**src/rtl/alu_pkg.sv**
```systemverilog
// Shared ALU definitions: operation encoding, datapath widths and an
// op-legality helper used by the ALU and anything that issues to it.
package alu_pkg;

    localparam int DATA_W = 32;
    localparam int OP_W   = 4;

    typedef enum logic [OP_W-1:0] {
        ALU_ADD = 4'b0000,
        ALU_SUB = 4'b0001,
        ALU_AND = 4'b0010,
        ALU_OR  = 4'b0011
    } alu_op_e;

    function automatic logic is_legal_op(input alu_op_e op);
        return op inside {ALU_ADD, ALU_SUB, ALU_AND, ALU_OR};
    endfunction

endpackage

```
**src/rtl/alu.sv**
```systemverilog
// Combinational 32-bit ALU; undefined ops produce zero and flag err.
module alu
    import alu_pkg::*;
(
    input  logic [OP_W-1:0]   op,
    input  logic [DATA_W-1:0] a,
    input  logic [DATA_W-1:0] b,
    output logic [DATA_W-1:0] result,
    output logic              err
);

    always_comb begin
        result = '0;
        case (alu_op_e'(op))
            ALU_ADD: result = a + b;
            ALU_SUB: result = a - b;
            ALU_AND: result = a & b;
            ALU_OR:  result = a | b;
            default: result = '0;
        endcase
        err = !is_legal_op(alu_op_e'(op));
    end

endmodule

```
**src/rtl/rr_arbiter.sv**
```systemverilog
// Round-robin priority picker: first asserted request at or after ptr, wrapping.
module rr_arbiter #(
    parameter int N    = 4,
    parameter int ID_W = $clog2(N)
) (
    input  logic [N-1:0]    req,
    input  logic [ID_W-1:0] ptr,
    output logic [N-1:0]    gnt,
    output logic [ID_W-1:0] gnt_idx
);

    logic found;

    // Search offsets in priority order; the first hit wins and blocks the rest.
    always_comb begin
        gnt     = '0;
        gnt_idx = '0;
        found   = 1'b0;
        for (int k = 0; k < N; k++) begin
            for (int i = 0; i < N; i++) begin
                if (!found && req[i] && (((int'(ptr) + k) % N) == i)) begin
                    gnt[i]  = 1'b1;
                    gnt_idx = ID_W'(i);
                    found   = 1'b1;
                end
            end
        end
    end

endmodule

```
**src/rtl/alu_arbiter.sv**
```systemverilog
// Shares one ALU among NUM_REQ requesters with round-robin arbitration and a
// single registered, ID-tagged response slot.
module alu_arbiter
    import alu_pkg::*;
#(
    parameter int NUM_REQ = 4
) (
    input  logic                       clk,
    input  logic                       rst,
    input  logic [NUM_REQ-1:0]         req_valid,
    output logic [NUM_REQ-1:0]         req_ready,
    input  logic [NUM_REQ*DATA_W-1:0]  req_a,
    input  logic [NUM_REQ*DATA_W-1:0]  req_b,
    input  logic [NUM_REQ*OP_W-1:0]    req_op,
    output logic                       rsp_valid,
    input  logic                       rsp_ready,
    output logic [$clog2(NUM_REQ)-1:0] rsp_id,
    output logic [DATA_W-1:0]          rsp_result,
    output logic                       rsp_err
);

    localparam int ID_W = $clog2(NUM_REQ);

    logic [ID_W-1:0]    rr_ptr;
    logic               slot_free;
    logic [NUM_REQ-1:0] arb_req;
    logic [ID_W-1:0]    gnt_idx;
    logic               grant;
    logic [DATA_W-1:0]  sel_a;
    logic [DATA_W-1:0]  sel_b;
    logic [OP_W-1:0]    sel_op;
    logic [DATA_W-1:0]  alu_result;
    logic               alu_err;

    // Requests are hidden from the arbiter while the response slot is occupied
    // and not draining, so no grant can be issued during a stall.
    assign slot_free = !rsp_valid || rsp_ready;
    assign arb_req   = slot_free ? req_valid : '0;
    assign grant     = |req_ready;

    rr_arbiter #(
        .N    (NUM_REQ),
        .ID_W (ID_W)
    ) u_rr_arbiter (
        .req     (arb_req),
        .ptr     (rr_ptr),
        .gnt     (req_ready),
        .gnt_idx (gnt_idx)
    );

    always_comb begin
        sel_a  = '0;
        sel_b  = '0;
        sel_op = '0;
        for (int i = 0; i < NUM_REQ; i++) begin
            if (gnt_idx == ID_W'(i)) begin
                sel_a  = req_a[DATA_W*i +: DATA_W];
                sel_b  = req_b[DATA_W*i +: DATA_W];
                sel_op = req_op[OP_W*i +: OP_W];
            end
        end
    end

    alu u_alu (
        .op     (sel_op),
        .a      (sel_a),
        .b      (sel_b),
        .result (alu_result),
        .err    (alu_err)
    );

    // A grant refills the slot even when it drains in the same cycle; a drain
    // alone only clears valid, leaving the payload visible for debug.
    always_ff @(posedge clk) begin
        if (rst) begin
            rsp_valid  <= 1'b0;
            rsp_id     <= '0;
            rsp_result <= '0;
            rsp_err    <= 1'b0;
            rr_ptr     <= '0;
        end else if (grant) begin
            rsp_valid  <= 1'b1;
            rsp_id     <= gnt_idx;
            rsp_result <= alu_result;
            rsp_err    <= alu_err;
            rr_ptr     <= (gnt_idx == ID_W'(NUM_REQ - 1)) ? '0 : gnt_idx + ID_W'(1);
        end else if (rsp_ready) begin
            rsp_valid  <= 1'b0;
        end
    end

endmodule

```
**config.mk**
```make
export PLATFORM = sky130hd
export DESIGN_NAME = alu_arbiter
export DESIGN_NICKNAME = d
export VERILOG_FILES = /design/src/rtl/alu_pkg.sv /design/src/rtl/alu.sv /design/src/rtl/rr_arbiter.sv /design/src/rtl/alu_arbiter.sv
export SDC_FILE = /design/constraint.sdc
export NUM_CORES = 1
export LEC_CHECK = 0
export CORE_AREA = 2 2 122 124
export DETAILED_ROUTE_END_ITERATION = 10
export DIE_AREA = 0 0 124 126
export PLACE_DENSITY = 0.94
export SLEW_MARGIN = 20
export SYNTH_ARGS = -nofsm -noshare
export SYNTH_HDL_FRONTEND = slang
export SYNTH_SLANG_ARGS = --single-unit
```
**constraint.sdc**
```tcl
create_clock -name clk -period 17.9 [get_ports clk]
set_input_delay 2.685 -clock clk [delete_from_list [all_inputs] [get_ports clk]]
set_output_delay 2.685 -clock clk [all_outputs]
set_load 0.02 [all_outputs]
```
[After elaboration in Yosys (flattened, before gate mapping)]
Cells that the tools add are included.
Word-level totals
  register bits after elaboration: 38
  output and inout bits: 40
  logic and storage cells: 157
Operators by class
  add/subtract/negate cells: 6
  eq/ne operators: 18
  mux-type cells: 62
  bitwise gates (word level): 5
  reduce and logical (&&, ||, !) cells: 61
Operators by type and width (count)
  $mux 32: 8
  $logic_not 32->1: 4
  $pmux 32 s4: 1
  $mux 1: 33
  $add 32x32->32: 1
  $and 32x32->32: 1
  $or 32x32->32: 1
  $sub 32x32->32: 1
  $logic_and 1x1->1: 31
  $mux 2: 15
  $mux 4: 5
  $eq 3x3->1 const B: 6
  $logic_not 1->1: 17
  $eq 3x2->1 const B: 3
  $eq 2x2->1 const B: 4
  $eq 4x2->1 const B: 2
  $reduce_or 2->1: 3
  $add 2x1->2 const B: 2
  $add 2x2->2 const B: 2
  $eq 2x1->1 const B: 2
  $eq 4x1->1 const B: 1
  $logic_not 4->1: 1
  $reduce_bool 4->1: 1
  $reduce_or 4->1: 1
  other kinds (4): 6

[Longest topological paths before layout]
  depth after elaboration: 73
  gate-level depth with buffers: 30

[Modules after synthesis]
From an unflattened synthesis, not the netlist that was laid out.
Second synthesis, totals
  cells, all modules: 998
  area, all modules: 6545.0 µm²
Modules (own cells, without submodules)
  alu_arbiter: instances 1, cells an instance 495, area an instance 3234.4 µm², seq. area each 760.7 µm²
  alu: instances 1, cells an instance 479, area an instance 3161.8 µm², seq. area each 0.0 µm²
  rr_arbiter: instances 1, cells an instance 24, area an instance 148.9 µm², seq. area each 0.0 µm²

[Worst setup path before layout]
No wires, ideal clock.
  path kind: input to register
  start point: in req_valid[0]
  end point: reg rsp_result[31]
  library setup time: 0.120 ns
  arrival: 7.974 ns
  data required time: 17.780 ns
  setup slack: 9.807 ns
  stages: 27
  cells stage by stage: nor2b_1 nor3_1 a21oi_1 nor2_1 nor2_1 inv_1 ha_1 buf_4 inv_2 buf_4 buf_2 o21a_1 a22oi_1 nand2_1 nor2_1 clkbuf_1 nor2_1 xnor2_1 ha_1 o21a_1 a21oi_1 o211ai_1 a221o_1 a31oi_1 o21ai_1 a211o_1 a211o_1
On the way
  elaborated cells on any way between the ends: 118
  classes of those cells: add/sub: 2; eq/ne: 6; mux: 59; bitwise: 2; reduce/logical: 49
RTL lines
  start: declaration: RTL line alu_arbiter.sv:10  | input logic [NUM_REQ-1:0] req_valid,
  $mux 4 (*): RTL line alu_arbiter.sv:38  | assign arb_req = slot_free ? req_valid : '0;
  $logic_and 1x1->1: RTL line rr_arbiter.sv:21  | if (!found && req[i] && (((int'(ptr) + k) % N) == i)) begin
  $mux 1: RTL line rr_arbiter.sv:21
  $logic_not 1->1: RTL line rr_arbiter.sv:21
  $logic_and 1x1->1 (2 in series): RTL line rr_arbiter.sv:21
  $mux 1: RTL line rr_arbiter.sv:21
  $logic_not 1->1: RTL line rr_arbiter.sv:21
  $logic_and 1x1->1 (2 in series): RTL line rr_arbiter.sv:21
  [... 45 more ...]
  $logic_not 1->1: RTL line rr_arbiter.sv:21
  $logic_and 1x1->1 (2 in series): RTL line rr_arbiter.sv:21
  $mux 1: RTL line rr_arbiter.sv:21
  $logic_not 1->1: RTL line rr_arbiter.sv:21
  $logic_and 1x1->1 (2 in series): RTL line rr_arbiter.sv:21
  $mux 1 (*): RTL line rr_arbiter.sv:21
  via req_ready[3]: RTL line alu_arbiter.sv:11  | output logic [NUM_REQ-1:0] req_ready,
  $reduce_or 4->1 (*): RTL line alu_arbiter.sv:39  | assign grant = |req_ready;
  end signal: assignment: RTL line alu_arbiter.sv:84  | rsp_result <= alu_result;
  end: declaration: RTL line alu_arbiter.sv:18  | output logic [DATA_W-1:0] rsp_result,
Mark *: on every way through the listed nets, which the timed path passes. The rest lies on a longest branch.
A chain may end at the register's enable or synchronous reset.

[Worst setup path after layout]
  start point: in req_valid[0]
  end point: reg rsp_result[29]
On the way
  cells in the longest elaborated chain, start to end: 70
  elaborated cells on any way between the ends: 118
  classes of those cells: add/sub: 2; eq/ne: 6; mux: 59; bitwise: 2; reduce/logical: 49
Ends and longest elaborated chain
  $mux 4 (*): RTL line alu_arbiter.sv:38
  $logic_and 1x1->1: RTL line rr_arbiter.sv:21
  $mux 1: RTL line rr_arbiter.sv:21
  $logic_not 1->1: RTL line rr_arbiter.sv:21
  $logic_and 1x1->1 (2 in series): RTL line rr_arbiter.sv:21
  $mux 1: RTL line rr_arbiter.sv:21
  $logic_not 1->1: RTL line rr_arbiter.sv:21
  $logic_and 1x1->1 (2 in series): RTL line rr_arbiter.sv:21
  [... 49 more ...]
  $logic_not 1->1: RTL line rr_arbiter.sv:21
  $logic_and 1x1->1 (2 in series): RTL line rr_arbiter.sv:21
  $mux 2 (*): RTL line rr_arbiter.sv:21
  via gnt_idx[1]: RTL line alu_arbiter.sv:27  | logic [ID_W-1:0] gnt_idx;
  $logic_not 2->1: RTL line alu_arbiter.sv:56  | if (gnt_idx == ID_W'(i)) begin
  $mux 32 / $mux 4 (equally long branches) (4 in series): RTL line alu_arbiter.sv:56
  $sub 32x32->32, or another cell as far along: RTL line alu.sv:16  | ALU_SUB: result = a - b;
  $pmux 32 s4 (*): RTL line alu.sv:14  | case (alu_op_e'(op))
Marks and branches as above.

==> impl_metrics.tcl <==
set metrics [dict create \
    outcome "finished clean" \
    peakVddDrop_uv 110 \
    drt-initial-drc-count 963 \
    async_reset_ff_share_pct 0 \
    grt.total_usage_pct 36.8 \
    start_util_pct 45.2 \
    core_um2 14300 \
    totalPowerFinal_w 0.00234 \
    synth_seq_cells 38 \
    fin_tns_setup_ns 0 \
    via_per_inst 6.14 \
    clk_path_buf_depth 2 \
    clock_latency_ns 0.28 \
    required_ns 18.09 \
    leakagePower_nw 3.83 \
    ys_seq_area_share_pct 11.7 \
    hold_buffers 0 \
    port-buffer-count 318 \
    synth_fp_nets 1297 \
    place_congestion 1.01 \
    wirelength_mm 29.9 \
    maxSlewViolCount 0 \
    synth_top_cell_by_area "dfxtp_1" \
    clk_pin_slew_ns 0.06 \
    layoutNonFillerInstCount 1434 \
    finalCriticalPeriod_ns 10.36 \
    ys_top_cells_by_count "nand2_1, a21oi_1, nor2_1" \
    cts_root_buf "clkbuf_16" \
    fin_crit_sh_pct 57.9 \
    synth_cell_types 65 \
    numCtsBuffers 5 \
    synth_top_area_share_pct 11.7 \
    holdCritPathClass "reg2reg" \
    antenna_found_initial 4 \
    drc 0 \
    max_slew_margin_pct 30.6 \
    layout-drive-gt1-share_pct 2.74 \
    cts_resized 0 \
    dp_hpwl_mm 24.4 \
    grt_pass1_vias 8155 \
    dieArea_um2 15600 \
    clock-sinks 38 \
    path_max_fanout 61 \
    cp-end-kind "flop" \
    htreeDepth 2 \
    area_growth_syn_to_layout_pct 52.7 \
    cts_tree "yes" \
    rows 44 \
    synth_most_common_cell "nand2_1" \
    hold_viol_final 0 \
    die_width_um 124 \
    final_antenna_net_count 0 \
    seq_area_um2 761 \
    synthCells 979 \
    setup_slack_ns 7.54 \
    worstSetupPathType "in2reg" \
    cap_viol_max_count 0 \
    fmax_mhz 96.5 \
    slowest_stage "and2_1" \
    avgRoutedWirePerCell_um 20.9 \
    start_kind "input pin" \
    critPathArrivalTime_ns 10.55 \
    setup_viol 0 \
    worstMarginPinSlew_ns 1.04 \
    avgSynthCellArea_um2 6.62 \
    grt_max_degree 84 \
    dp_slack_ns 7.64 \
    power.density_nw_per_um2 237 \
    cts_post_setup_buffers_inserted 0 \
    io_pins 319 \
    overflow 0 \
    finClkSkew_ns 0.00436 \
    nNetsFinal 1559 \
    rsz0062_at_grt "no" \
    ys_warn_count 0 \
    synth_area_leaders "dfxtp_1, a21oi_1, nand2_1" \
    synth_edf_count 0 \
    final_util_pct 69.1 \
    die_y_um 126 \
    fillers 1268 \
    ys.flop_type "dfxtp_1" \
    critPathMaxStageDelay_ns 0.67 \
    dr.pass1.iters 7 \
    multiInputGateArea_um2 5300 \
    vias 8802 \
    netlist_area_um2 6480 \
    place_inst 1418 \
    grt_pass1_wl_mm 44.3 \
]
-- per-stage QoR --
step	cell area (um^2)	hold slack, ns
global route	9870	0.470
detailed placement	9670	0.448
floorplan	6480	0.523
global placement	9670	0.446
CTS	9870	0.454
finish	9890	0.455
-- where the power goes --
part	internal [W]	switching, W
combinational	0.000830	0.00126
clock	0.0000837	0.0000365
sequential	0.000112	0.0000184
-- sequential cells by signal (all words and copies together), names as in the netlist --
signal      flops
rsp_id          2
rr_ptr          2
rsp_err         1
rsp_valid       1
rsp_result     32
-- path summary, 6_finish.rpt --
path                 startpoint              to  slack [ns]  cells past startpoint
setup / recovery   req_valid[0]  rsp_result[29]        7.54                     25
hold / removal    rsp_result[3]   rsp_result[3]        0.45                      2
setup reg to reg      rr_ptr[0]  rsp_result[29]       10.10                     24
hold reg to reg   rsp_result[3]   rsp_result[3]        0.45                      2
-- layout make-up --
class / count / share of cell area, %
clock buffers: 6 / 1.40
multi-input cells: 834 / 53.6
inverters: 35 / 1.33
well taps: 184 / 2.33
clock inverters: 2 / 0.607
repair buffers: 327 / 32.9
diodes: 8 / 0.202
flip-flops and latches: 38 / 7.69
-- routing by layer --
layer | wire length, um | vias to the layer above | global-route usage [%]
li1 | - | 4151 | -
met1 | 12100 | 4018 | 48.5
met2 | 12900 | 567 | 56.2
met3 | 3830 | 66 | 11.8
met4 | 1090 | 0 | 12.7
met5 | 0 | - | 0
-- layout by cell type, fill, tap and decap left out, types with 21 or more instances in the layout --
cell	count
a21oi_1	112
nand2_1	135
clkdlybuf4s50_1	318
a221oi_1	23
o21ai_0	66
maj3_1	28
o211ai_1	28
ha_1	34
nor3_1	30
nor2_1	90
inv_1	34
dfxtp_1	38
xor2_1	21
xnor2_1	28
-- worst max-delay path: cells and delay by family --
kind,cells,cell delay (ns)
buffers and inverters,4,1.89
XOR/XNOR,1,0.14
AND/OR/NAND/NOR,6,1.93
adder cells (fa/ha/maj),2,0.54
AO/OA/AOI/OAI,12,3.28
-- logic make-up after synthesis --
family,after synthesis,share of synthesized area [%]
fa+ha+maj,67,12.0
xor+xnor,49,6.63
mux,6,0.947
simple gates,345,24.5
compound gates,367,37.4
buf+inv,107,6.84
flops,38,11.7
Note: power is estimated with default switching activity, not from simulation.
